==> src/rtl/axi_llc_pkg.sv <==
// +----------------------------------------------------------------------------+
// | Module   : axi_llc_pkg                                                     |
// | Purpose  : Shared LLC types and helpers: configuration structs, default    |
// |            AX channel and descriptor structs, AX acceptor FSM states,      |
// |            cache-line geometry and per-line beat computation.              |
// | Revision : 1.0 - initial release                                           |
// +----------------------------------------------------------------------------+
`default_nettype none

package axi_llc_pkg;

  typedef struct packed {
    int unsigned BlockSize;    // bits per block
    int unsigned NumBlocks;    // blocks per cache line
    int unsigned TagLength;
    int unsigned IndexLength;
  } llc_cfg_t;

  typedef struct packed {
    int unsigned SlvPortIdWidth;
    int unsigned AddrWidthFull;
  } llc_axi_cfg_t;

  localparam llc_cfg_t DefaultCfg = '{
    BlockSize: 64, NumBlocks: 8, TagLength: 20, IndexLength: 6
  };
  localparam llc_axi_cfg_t DefaultAxiCfg = '{
    SlvPortIdWidth: 4, AddrWidthFull: 32
  };

  localparam logic [1:0] BurstFixed = 2'b00;
  localparam logic [1:0] BurstIncr  = 2'b01;
  localparam logic [1:0] BurstWrap  = 2'b10;

  // Slave-port AX channel matching DefaultAxiCfg.
  typedef struct packed {
    logic [3:0]  id;
    logic [31:0] addr;
    logic [7:0]  len;
    logic [2:0]  size;
    logic [1:0]  burst;
    logic        lock;
    logic [3:0]  cache;
    logic [2:0]  prot;
  } llc_ax_chan_t;

  // Per-cache-line descriptor handed to the descriptor pipeline.
  typedef struct packed {
    logic [3:0]  a_x_id;
    logic [31:0] a_x_addr;
    logic [7:0]  a_x_len;
    logic [2:0]  a_x_size;
    logic [1:0]  a_x_burst;
    logic        a_x_lock;
    logic [3:0]  a_x_cache;
    logic [2:0]  a_x_prot;
    logic        rw;
    logic        x_last;
  } llc_desc_t;

  typedef enum logic [0:0] {
    IDLE  = 1'b0,
    SPLIT = 1'b1
  } ax_slave_state_e;

  // Bytes in one cache line.
  function automatic int unsigned line_bytes(input llc_cfg_t cfg);
    return cfg.BlockSize / 8 * cfg.NumBlocks;
  endfunction

  localparam int unsigned DefaultLineBytes = line_bytes(DefaultCfg);

  // Beats of the remaining burst that still fit in the current cache line.
  // A beat wider than what is left of the line would give zero; one beat is
  // the minimum so the split always makes progress.
  function automatic logic [8:0] line_beats(input logic [63:0]  addr,
                                            input logic [2:0]   size,
                                            input logic [8:0]   beats,
                                            input int unsigned  lbytes);
    logic [31:0] off;
    logic [31:0] to_end;
    logic [31:0] n;
    off    = 32'(addr % 64'(lbytes));
    to_end = (lbytes - off) >> size;
    n      = (32'(beats) < to_end) ? 32'(beats) : to_end;
    if (n == 32'd0) n = 32'd1;
    return 9'(n);
  endfunction

endpackage

`default_nettype wire

==> src/rtl/axi_llc_ax_slave.sv <==
// +----------------------------------------------------------------------------+
// | Module   : axi_llc_ax_slave                                                |
// | Purpose  : Accepts one AXI AW/AR request and splits an INCR burst into one |
// |            descriptor per touched cache line. FIXED and WRAP bursts pass   |
// |            through as a single descriptor. One burst in flight.            |
// | Ports    : clk_i, rst_i (async, active-high)                               |
// |            ax_chan_slv_i / ax_chan_valid_i / ax_chan_ready_o : AX input    |
// |            desc_o / desc_valid_o / desc_ready_i : descriptor output        |
// |            split_cnt_o : bursts split into >1 descriptor (optional)        |
// | Options  : AXI_LLC_AX_SLAVE_PERF_EN adds split_cnt_o and its counter.      |
// | Revision : 1.0 - initial release                                           |
// +----------------------------------------------------------------------------+
`default_nettype none

module axi_llc_ax_slave
  import axi_llc_pkg::*;
#(
  parameter llc_cfg_t     Cfg       = DefaultCfg,
  parameter llc_axi_cfg_t AxiCfg    = DefaultAxiCfg,
  parameter type          desc_t    = llc_desc_t,
  parameter type          ax_chan_t = llc_ax_chan_t,
  parameter logic         RwWrite   = 1'b0
) (
  input  logic        clk_i,
  input  logic        rst_i,
  input  ax_chan_t    ax_chan_slv_i,
  input  logic        ax_chan_valid_i,
  output logic        ax_chan_ready_o,
  output desc_t       desc_o,
  output logic        desc_valid_o,
  input  logic        desc_ready_i
`ifdef AXI_LLC_AX_SLAVE_PERF_EN
  ,
  output logic [31:0] split_cnt_o
`endif
);

  localparam int unsigned LineBytes = line_bytes(Cfg);
  localparam int unsigned AddrW     = AxiCfg.AddrWidthFull;
  localparam logic [AddrW-1:0] LineMask = AddrW'(LineBytes - 1);
  localparam logic [AddrW-1:0] LineInc  = AddrW'(LineBytes);

  ax_slave_state_e state_q, state_d;
  // The addr field of the registered request is the running line address.
  ax_chan_t        ax_q, ax_d;
  logic [8:0]      beats_q, beats_d;

  logic       is_incr;
  logic [8:0] n_beats;
  logic       x_last;
  logic       ax_hs;
  logic       desc_hs;

  assign is_incr = (ax_q.burst == BurstIncr);
  assign n_beats = is_incr ? line_beats(64'(ax_q.addr), ax_q.size, beats_q, LineBytes)
                           : beats_q;
  assign x_last  = (n_beats == beats_q);
  assign ax_hs   = ax_chan_valid_i & ax_chan_ready_o;
  assign desc_hs = desc_valid_o & desc_ready_i;

  always_ff @(posedge clk_i or posedge rst_i) begin
    if (rst_i) begin
      state_q <= IDLE;
      ax_q    <= '0;
      beats_q <= '0;
    end else begin
      state_q <= state_d;
      ax_q    <= ax_d;
      beats_q <= beats_d;
    end
  end

  always_comb begin
    state_d         = state_q;
    ax_d            = ax_q;
    beats_d         = beats_q;
    ax_chan_ready_o = 1'b0;
    desc_valid_o    = 1'b0;
    desc_o          = '0;
    case (state_q)
      IDLE: begin
        ax_chan_ready_o = 1'b1;
        if (ax_chan_valid_i) begin
          ax_d    = ax_chan_slv_i;
          beats_d = {1'b0, ax_chan_slv_i.len} + 9'd1;
          state_d = SPLIT;
        end
      end
      SPLIT: begin
        desc_valid_o     = 1'b1;
        desc_o.a_x_id    = ax_q.id;
        desc_o.a_x_addr  = ax_q.addr;
        desc_o.a_x_len   = is_incr ? 8'(n_beats - 9'd1) : ax_q.len;
        desc_o.a_x_size  = ax_q.size;
        desc_o.a_x_burst = ax_q.burst;
        desc_o.a_x_lock  = ax_q.lock;
        desc_o.a_x_cache = ax_q.cache;
        desc_o.a_x_prot  = ax_q.prot;
        desc_o.rw        = RwWrite;
        desc_o.x_last    = x_last;
        if (desc_ready_i) begin
          if (x_last) begin
            state_d = IDLE;
          end else begin
            // Continue at the next line boundary; wraps modulo the address space.
            ax_d.addr = (ax_q.addr & ~LineMask) + LineInc;
            beats_d   = beats_q - n_beats;
          end
        end
      end
      default: state_d = IDLE;
    endcase
  end

`ifdef AXI_LLC_AX_SLAVE_PERF_EN
  logic        first_q;
  logic [31:0] split_cnt_q;

  always_ff @(posedge clk_i or posedge rst_i) begin
    if (rst_i) begin
      first_q     <= 1'b0;
      split_cnt_q <= '0;
    end else begin
      if (ax_hs) begin
        first_q <= 1'b1;
      end else if (desc_hs) begin
        first_q <= 1'b0;
      end
      if (desc_hs && first_q && !x_last && (split_cnt_q != '1)) begin
        split_cnt_q <= split_cnt_q + 32'd1;
      end
    end
  end

  assign split_cnt_o = split_cnt_q;
`endif

  // Held descriptor must not change while the consumer stalls.
  a_desc_stable: assert property (@(posedge clk_i) disable iff (rst_i)
    (desc_valid_o && !desc_ready_i) |=> (desc_valid_o && $stable(desc_o)));

  // A WRAP burst must fit inside one cache line.
  a_wrap_fits: assert property (@(posedge clk_i) disable iff (rst_i)
    (ax_hs && (ax_chan_slv_i.burst == BurstWrap)) |->
      (((32'(ax_chan_slv_i.len) + 32'd1) << ax_chan_slv_i.size) <= LineBytes));

endmodule

`default_nettype wire
==> config.mk <==
export PLATFORM = sky130hd
export DESIGN_NAME = axi_llc_ax_slave
export DESIGN_NICKNAME = d
export VERILOG_FILES = /design/src/rtl/axi_llc_pkg.sv /design/src/rtl/axi_llc_ax_slave.sv
export SDC_FILE = /design/constraint.sdc
export NUM_CORES = 1
export LEC_CHECK = 0
export CAP_MARGIN = 20
export CELL_PAD_IN_SITES_DETAIL_PLACEMENT = 1
export CELL_PAD_IN_SITES_GLOBAL_PLACEMENT = 1
export CORE_MARGIN = 2
export CORE_UTILIZATION = 37
export DETAILED_ROUTE_END_ITERATION = 7
export PLACE_DENSITY_LB_ADDON = 0.1
export REMOVE_ABC_BUFFERS = 1
export SYNTH_ARGS = -nofsm -noshare
export SYNTH_HDL_FRONTEND = slang
export SYNTH_SLANG_ARGS = --single-unit
export TNS_END_PERCENT = 5
==> constraint.sdc <==
create_clock -name clk_i -period 6.7 [get_ports clk_i]
set_input_delay 1.34 -clock clk_i [delete_from_list [all_inputs] [get_ports clk_i]]
set_output_delay 1.34 -clock clk_i [all_outputs]
set_load 0.02 [all_outputs]
==> results.json <==
{
  "cap_violations": 0,
  "fmax_mhz": 151,
  "fill_cells": 1690,
  "required_ps": 5360,
  "worst_pin_slew_ps": 952,
  "vias": 5267,
  "synth_edf_count": 0,
  "synth_cells": 651,
  "ant_nets": 0,
  "fin_ws_ps": 93.2,
  "cts_htree_levels": 3,
  "final-hold-violation-count": 0,
  "clkPwrFrac_pct": 13.3,
  "drv_slew": 0,
  "hold_class": "register to register",
  "switchingPower_w": 0.00191,
  "start_util_pct": 37.6,
  "coreArea_mm2": 0.0138,
  "power_frac_comb_pct": 66.6,
  "ys_seq_elements": 67,
  "r2r_cells": 22,
  "endpoint_kind": "output port",
  "crit_family": "compound AO/OA/AOI/OAI gates",
  "dp_hpwl_mm": 12.4,
  "wl_mm": 17.5,
  "row_count": 43,
  "crit_type": "register to output port",
  "startpoint_type": "register",
  "status": "complete, no violations",
  "synth.top_cell.area_share_pct": 32.4,
  "path_clk_slew_ps": 60,
  "yosysSeqAreaShare_pct": 32.4,
  "rsz0062_at_grt": "true",
  "grt_pass1_vias": 5535,
  "finalCritPeriodShare_pct": 98.6,
  "clk_latency_ps": 350,
  "cts-root-buf": "clkbuf_16",
  "max_stage_delay_ps": 450,
  "power.share.switching_pct": 47.1,
  "finalCriticalPeriod_ps": 6610,
  "p_per_area_mw_per_mm2": 589,
  "hold_ws_ps": 468,
  "synth_warnings": 0,
  "cts.path.max_buffers": 2,
  "pin_count": 122,
  "worstHoldPathCells": 2,
  "finalNetCount": 836,
  "portBuffers": 120,
  "cts_tree": "built",
  "regToRegStartpoint": "ax_q[22]$_DFFE_PP0P_",
  "syn_to_final_growth_pct": 32.9,
  "drt_first_pass_iters": 4,
  "drc": 0,
  "min_from": "ax_q[5]$_DFFE_PP0P_",
  "critical_path_arrival_ps": 5270,
  "worst-path-max-fanout": 8,
  "setup_viol": 0,
  "grtUsageTotal_pct": 24.3,
  "antennaDiodeCount": 0,
  "regToRegSetupSlack_ps": 870,
  "synth.area.top_cells": "dfrtp_1, nand2_1, and2_1, ha_1, nor2_1",
  "p_int_w": 0.00215,
  "vdd_drop_max_uv": 212,
  "finClkSkew_ps": 5.11,
  "cts_buffers": 9,
  "place.gp.congestion": 0.829,
  "crit_buf_inv": 4,
  "r2r-end": "ax_q[42]$_DFFE_PP0P_",
  "die_height_um": 122,
  "drive_gt1_share_pct": 8.27,
  "drtIter0Drc": 272,
  "grt_max_degree": 77,
  "synth_area_per_cell_um2": 7.96,
  "ys_types": 73,
  "viasPerCell": 5.59,
  "p_seq_share_pct": 20.1,
  "grt_antenna_before_repair": 0,
  "async_flop_share_pct": 100,
  "syn_area_mm2": 0.00518,
  "synthFlopType": "dfrtp_1",
  "yosys.area.top_type": "dfrtp_1",
  "post-place-ws_ps": 25.6,
  "crit_path_top_delay_cell": "dfrtp_1",
  "relSlewSlack_pct": 36.5,
  "cellLeakagePower_nw": 3.00,
  "clock-sinks": 67,
  "crit_chain": "inv_1 > ha_1 > nor4b_1 > a211o_1 > a22o_2 > a211oi_1 > inv_1 > ha_1 > o21a_1 > o21ai_0 > nand2_1 > o2111ai_1 > o22ai_4 > mux2_2 > inv_1 > ha_1 > nand3_1 > a2111o_1 > nor2_1 > dlygate4sd2_1",
  "grt_pass1_wl_mm": 28.5,
  "hold_path_end": "ax_q[5]$_DFFE_PP0P_",
  "crit_path_start": "ax_q[22]$_DFFE_PP0P_",
  "dieArea_mm2": 0.0150,
  "wl_per_cell_um": 18.6,
  "grt_overflow": 0,
  "chipWidth_um": 122
}
-- registers in the layout, summed over array words and instances (netlist names) --
signal,flops
ax_q,57
beats_q,9
state_q,1
-- synthesized netlist by cell type, drive strengths merged (5+ instances only) --
cell type / n
o21ai: 35
inv: 26
a21oi: 22
and3: 19
o31ai: 8
a21o: 10
nand4: 17
nor2: 39
and2: 41
a22oi: 6
nand3: 23
dfrtp: 67
xor2: 5
buf: 23
nor3: 18
o211ai: 8
a221o: 10
a31oi: 12
clkbuf: 21
xnor2: 11
ha: 18
mux2i: 11
nand2: 129
a211oi: 10
-- placed cells by master (no fill, tap or decap), types with 3 or more instances in the layout --
master / n
a211oi_1: 8
dlygate4sd2_1: 4
nor3_1: 16
dfrtp_1: 66
mux2_2: 4
mux2i_1: 11
ha_1: 18
buf_4: 18
a21oi_1: 19
o211ai_1: 8
clkbuf_16: 9
a2bb2oi_1: 3
nor2b_1: 3
clkdlybuf4s50_1: 115
o21a_1: 3
and4_1: 3
inv_1: 25
a22oi_1: 4
a221o_1: 10
a21o_1: 10
nand2b_1: 3
a31oi_1: 12
o31ai_1: 5
nand3_1: 23
o31ai_2: 3
or3_1: 4
and3_1: 19
and2_1: 40
nor2_1: 39
xor2_1: 5
xnor2_1: 11
nand2_1: 129
o21ai_1: 8
nand4_1: 16
o21ai_0: 27
-- area by class of cell --
class	instances	area [µm²]	area share, %
Clock buffer	10	239	3.47
Inverter	27	101	1.47
Clock inverter	6	88.8	1.29
Sequential cell	67	1680	24.4
Multi-Input combinational cell	513	3200	46.5
Timing Repair Buffer	139	1350	19.7
Tap cell	180	225	3.27
-- through the flow --
step	power (W)	TNS (ps)	cells	util [%]	cell area (µm²)
floorplan	0.00248	0	607	-	4950
global placement	0.00343	0	925	47.3	6520
detailed placement	0.00349	0	925	47.3	6520
CTS	0.00405	0	941	49.7	6850
global route	0.00439	-178	942	50.0	6890
finish	0.00406	0	942	50.0	6890
-- routing by layer --
metal / global-route usage [%] / vias up / wire [µm]
met3: 4.04 / 23 / 811
met2: 40.7 / 119 / 8550
met4: 9.55 / 0 / 353
met1: 31.3 / 2599 / 7810
li1: - / 2526 / -
met5: 0 / - / 0
-- cell families (layout without fill, tap and decap cells) --
kind of cell,after synthesis,after routing,share of synthesized area [%]
AO/OA/AOI/OAI,149,149,21.1
flip-flops,67,67,32.4
XOR/XNOR,16,16,2.70
adder cells (fa/ha/maj),18,18,4.35
other,1,1,0.0724
multiplexers,15,15,2.99
buffers and inverters,71,182,6.49
AND/OR/NAND/NOR,314,314,29.9
-- worst min-delay path, stage by stage (launching register included) --
cell and delay (ps):
dfrtp_1 330, nand2_1 50, nand2_1 60
-- timing repair --
action / in CTS / in global routing
setup buffers: 0 / 0
cloned: 0 / 0
gates resized for setup: 6 / 5
endpoints found under the hold margin: 0 / 0
endpoints found under the setup margin: 5 / 6
hold buffers: 0 / 0
-- how the worst max path moves through the flow --
stage	to	slack, ps	cells after the start
2_1_floorplan	desc_o[0]	500	19
3_3_place_gp	desc_o[0]	220	20
3_5_place_dp	desc_o[0]	30	20
4_1_cts	desc_o[0]	30	20
5_1_grt	desc_o[0]	-180	20
6_report	desc_o[0]	90	20
-- power groups by stage --
stage | Sequential (W) | Clock (W) | Combinational, W
2_1_floorplan | 0.000761 | 0 | 0.00172
3_3_place_gp | 0.000804 | 0 | 0.00262
3_5_place_dp | 0.000815 | 0 | 0.00268
4_1_cts | 0.000811 | 0.000541 | 0.00269
5_1_grt | 0.000851 | 0.000556 | 0.00299
6_report | 0.000816 | 0.000538 | 0.00270
No activity file was read; power rests on OpenSTA's default activity.
==> edit 1, RTL diff (same flow settings) <==
The parameter `RwWrite` goes from 1'b0 to 1'b1.
--- a/src/rtl/axi_llc_ax_slave.sv
+++ b/src/rtl/axi_llc_ax_slave.sv
@@ -19,7 +19,7 @@
   parameter llc_axi_cfg_t AxiCfg    = DefaultAxiCfg,
   parameter type          desc_t    = llc_desc_t,
   parameter type          ax_chan_t = llc_ax_chan_t,
-  parameter logic         RwWrite   = 1'b0
+  parameter logic         RwWrite   = 1'b1
 ) (
   input  logic        clk_i,
   input  logic        rst_i,
Check against the original RTL: not equivalent (a bounded check fails within 4 cycles, from zero or initial values and one cycle with rst_i high).
==> edit 1 against the original RTL <==
First-iteration DRC count shrank 5.1%; wire length grew 2.4%; utilization grew 0.85 points; sequential cell count is the same; setup slack gained 190 ps; critical path depth shrank 3; die area grew 0.96%; synthesized area grew 0.99%; non-clock buffer count grew 6; power shrank 8.8%; design area grew 2.1%; sequential power shrank 3.8%; global-route usage grew 0.55 points; critical path type unchanged; critical endpoint is now desc_o[18]; largest power group unchanged.
==> edit 1: results (changes against the original RTL) <==
initial antenna violation count=0 (unchanged); clock-cell share of area=0.0431 (was 0.0476); CP peak stage delay=610 ps (was 450 ps); CTS buffer count=9 (unchanged); met2 Resource Use GR=0.429 (was 0.407); arrival time worst endpoint=5080 ps (was 5270 ps); Final Skew=8.05 ps (was 5.11 ps); WL met1=8130 um (was 7810 um); dpl hpwl=13100 um (was 12400 um); layout cells sized above 1=0.121 (was 0.0827); fraction of area in multi-input gates=0.472 (was 0.465); sequential cell area fraction in the yosys report=0.320 (was 0.324); WL met2=9010 um (was 8550 um); Non-Filler Instances=949 (was 942); Post-Synth Adder-Cell Area=0.0430 (was 0.0435); Multi-In Gates=508 (was 513); reg2reg setup slack=1040 ps (was 870 ps); worst flop-to-flop path endpoint=beats_q[5]$_DFFE_PP0P_ (was ax_q[42]$_DFFE_PP0P_); worst vdd ir=0.000177 V (was 0.000212 V); DR vias=5306 (was 5267); hold depth=2 (unchanged); Non-CTS buffers=145 (was 139); Starting DRT DRC Count=258 (was 272); vias in the first global route=5675 (was 5535); Yosys cell types=81 (was 73); core area=13800 sq um (about the same); CP max-delay cell=clkdlybuf4s50_1 (was dfrtp_1); drt pass-1 iters=4 (unchanged); Seq cells=67 (unchanged); outcome=completed (unchanged); placed cell count=929 (was 925); met3 GRT Util=0.0332 (was 0.0404); largest net degree at the start of global routing=68 (was 77); Area Growth Syn to Fin=34.3% (was 32.9%); Total GRT Usage=0.249 (was 0.243); leakage=0.00293 uW (was 0.00300 uW); Slew @ Worst Pin=912 ps (was 952 ps); Synth top cells by count=nand2_1, dfrtp_1, nor2_1, and2_1, inv_1 (was nand2_1, dfrtp_1, and2_1, nor2_1, o21ai_0); Placement Setup Slack=18.2 ps (was 25.6 ps); Placed Area=6660 sq um (was 6520 sq um); Routed met3 length=600 um (was 811 um); Max FO, Critical Path=6 (was 8); Area contributors post-synth=dfrtp_1, nand2_1, and2_1 (unchanged); Filler cells=1665 (was 1690); Post-Synth XOR/XNOR Area=0.0251 (was 0.0270); GR Util met1=0.324 (was 0.313); post-synthesis mux area share=0.0306 (was 0.0299); Syn Inst Count=642 (was 651); CTS root buf=clkbuf_16 (unchanged); synth warn=0 (unchanged); Reg-to-Reg Start=ax_q[22]$_DFFE_PP0P_ (unchanged); invs w/o clock=33 (was 27); nets@finish=843 (was 836); non-clk buf share=0.197 (about the same); wire per inst=18.9 um (was 18.6 um); IO buf count=121 (was 120); Routability Congestion=0.890 (was 0.829); post-synthesis compound-gate area fraction=0.216 (was 0.211); Hold WS=468 ps (about the same); first-pass GRT wire length=29200 um (was 28500 um)
==> edit 1: how the worst max path moves through the flow <==
stage | start | to | slack (ps) | cells past startpoint
floorplan | ax_q[10]$_DFFE_PP0P_ | desc_o[0] | 640 | 18
global placement | ax_q[22]$_DFFE_PP0P_ | desc_o[0] | 260 | 19
detailed placement | ax_q[21]$_DFFE_PP0P_ | desc_o[0] | 20 | 21
CTS | ax_q[21]$_DFFE_PP0P_ | desc_o[0] | 40 | 22
global route | ax_q[21]$_DFFE_PP0P_ | desc_o[18] | -30 | 19
finish | ax_q[22]$_DFFE_PP0P_ | desc_o[18] | 280 | 17
==> edit 1: repair_timing <==
action | in CTS | in global routing
pin swaps | 3 | 3
gates resized for setup | 4 | 18
hold buffers | 0 | 0
setup endpoints to repair | 4 | 7
setup buffers | 4 | 0
==> edit 1: where the power goes <==
group	leakage [uW]	internal [uW]	switching [uW]
sequential	0.000817	583	202
combinational	0.00197	1080	1340
clock	0.000145	298	195
total	0.00293	1960	1740
==> edit 2, RTL diff (same settings) <==
Made on the original files. The option `AXI_LLC_AX_SLAVE_PERF_EN` is turned on by a define.
--- a/src/rtl/axi_llc_ax_slave.sv
+++ b/src/rtl/axi_llc_ax_slave.sv
@@ -11,6 +11,8 @@
 // | Revision : 1.0 - initial release                                           |
 // +----------------------------------------------------------------------------+
 `default_nettype none
+
+`define AXI_LLC_AX_SLAVE_PERF_EN
 
 module axi_llc_ax_slave
   import axi_llc_pkg::*;
Check against the original RTL (old outputs only; new: split_cnt_o): equivalent (Yosys induction, for registers that start in step).
==> edit 2 against the original RTL <==
Synthesized area is 26% higher; power rose by 10%; combinational power grew 6%; count of clock-buffer cells in the layout is the same; global-route usage fell by 0.66 points; wire length increased by 24%; setup slack gained 140 ps; sequential cell count grew 33; design area rose by 26%.
==> edit 2: results (changes against the original RTL) <==
outcome=completed (unchanged); post-synthesis compound-gate area fraction=0.171 (was 0.211); layout cells sized above 1=0.0933 (was 0.0827); drt pass-1 iters=6 (was 4); WL met2=11400 um (was 8550 um); crit path from=ax_q[21]$_DFFE_PP0P_ (was ax_q[22]$_DFFE_PP0P_); largest net degree at the start of global routing=69 (was 77); met2 Resource Use GR=0.431 (was 0.407); Post-Synth Adder-Cell Area=0.0306 (was 0.0435); vias per cell=5.55 (was 5.59); wire per inst=19.0 um (was 18.6 um); Multi-In Gates=597 (was 513); post_cts resized=12 (was 6); Total GRT Usage=0.237 (was 0.243); worst hold start=ax_q[56]$_DFFE_PP0P_ (was ax_q[5]$_DFFE_PP0P_); arrival time worst endpoint=5130 ps (was 5270 ps); Num Clock Sinks=100 (was 67); first-pass GRT wire length=34900 um (was 28500 um); post-synthesis mux area share=0.0251 (was 0.0299); sequential cell area fraction in the yosys report=0.383 (was 0.324); clock-cell share of area=0.0348 (was 0.0476); Area contributors post-synth=dfrtp_1, nand2_1, and2_1 (unchanged); Final Skew=15.4 ps (was 5.11 ps); met3 GRT Util=0.0337 (was 0.0404); GR Util met1=0.296 (was 0.313); Pint=2360 uW (was 2150 uW); clk slew on worst S/H paths=80 ps (was 60 ps); WL met1=9420 um (was 7810 um); worst flop-to-flop path endpoint=beats_q[8]$_DFFE_PP0P_ (was ax_q[42]$_DFFE_PP0P_); Non-CTS buffers=177 (was 139); Max FO, Critical Path=7 (was 8); Seq area share=0.288 (was 0.244); P_comb=2850 uW (was 2700 uW); Reg-to-Reg Start=ax_q[21]$_DFFE_PP0P_ (was ax_q[22]$_DFFE_PP0P_); Filler cells=2006 (was 1690); invs w/o clock=32 (was 27); Synth top cells by count=nand2_1, dfrtp_1, nor2_1, and2_1, o21ai_0 (was nand2_1, dfrtp_1, and2_1, nor2_1, o21ai_0); Routability Congestion=0.900 (was 0.829); fraction of area in multi-input gates=0.434 (was 0.465); nets@finish=994 (was 836); IO buf count=152 (was 120); Yosys cell types=78 (was 73); Placement Setup Slack=-14.0 ps (was 25.6 ps); reg2reg setup slack=910 ps (was 870 ps); vias in the first global route=6719 (was 5535); Routed met3 length=688 um (was 811 um); max-slew violations=0 (unchanged); Post-Synth XOR/XNOR Area=0.0683 (was 0.0270); Worst setup endpoint=desc_o[21] (was desc_o[0]); fmax=0.155 GHz (was 0.151 GHz); leakage=0.00374 uW (was 0.00300 uW); worst vdd ir=0.000255 V (was 0.000212 V)
edit 2: metrics by stage:
step / total power, uW / cell area, sq um / hold WS (ps) / std cells / TNS [ps]
after floorplan: 2750 / 6330 / 437 / 729 / 0
after global placement: 3780 / 8320 / 450 / 1129 / 0
after detailed placement: 3870 / 8320 / 456 / 1129 / -14.0
after CTS: 4420 / 8630 / 475 / 1145 / 0
after global routing: 4810 / 8690 / 493 / 1147 / -140
final: 4470 / 8690 / 472 / 1147 / 0
edit 2: worst min-delay path by stage:
| stage | endpoint | slack [ps] |
|---|---|---|
| finish | ax_q[56]$_DFFE_PP0P_ | 470 |
| global route | ax_q[1]$_DFFE_PP0P_ | 490 |
| detailed placement | ax_q[4]$_DFFE_PP0P_ | 460 |
| global placement | ax_q[56]$_DFFE_PP0P_ | 450 |
| floorplan | ax_q[0]$_DFFE_PP0P_ | 440 |
| CTS | ax_q[4]$_DFFE_PP0P_ | 480 |
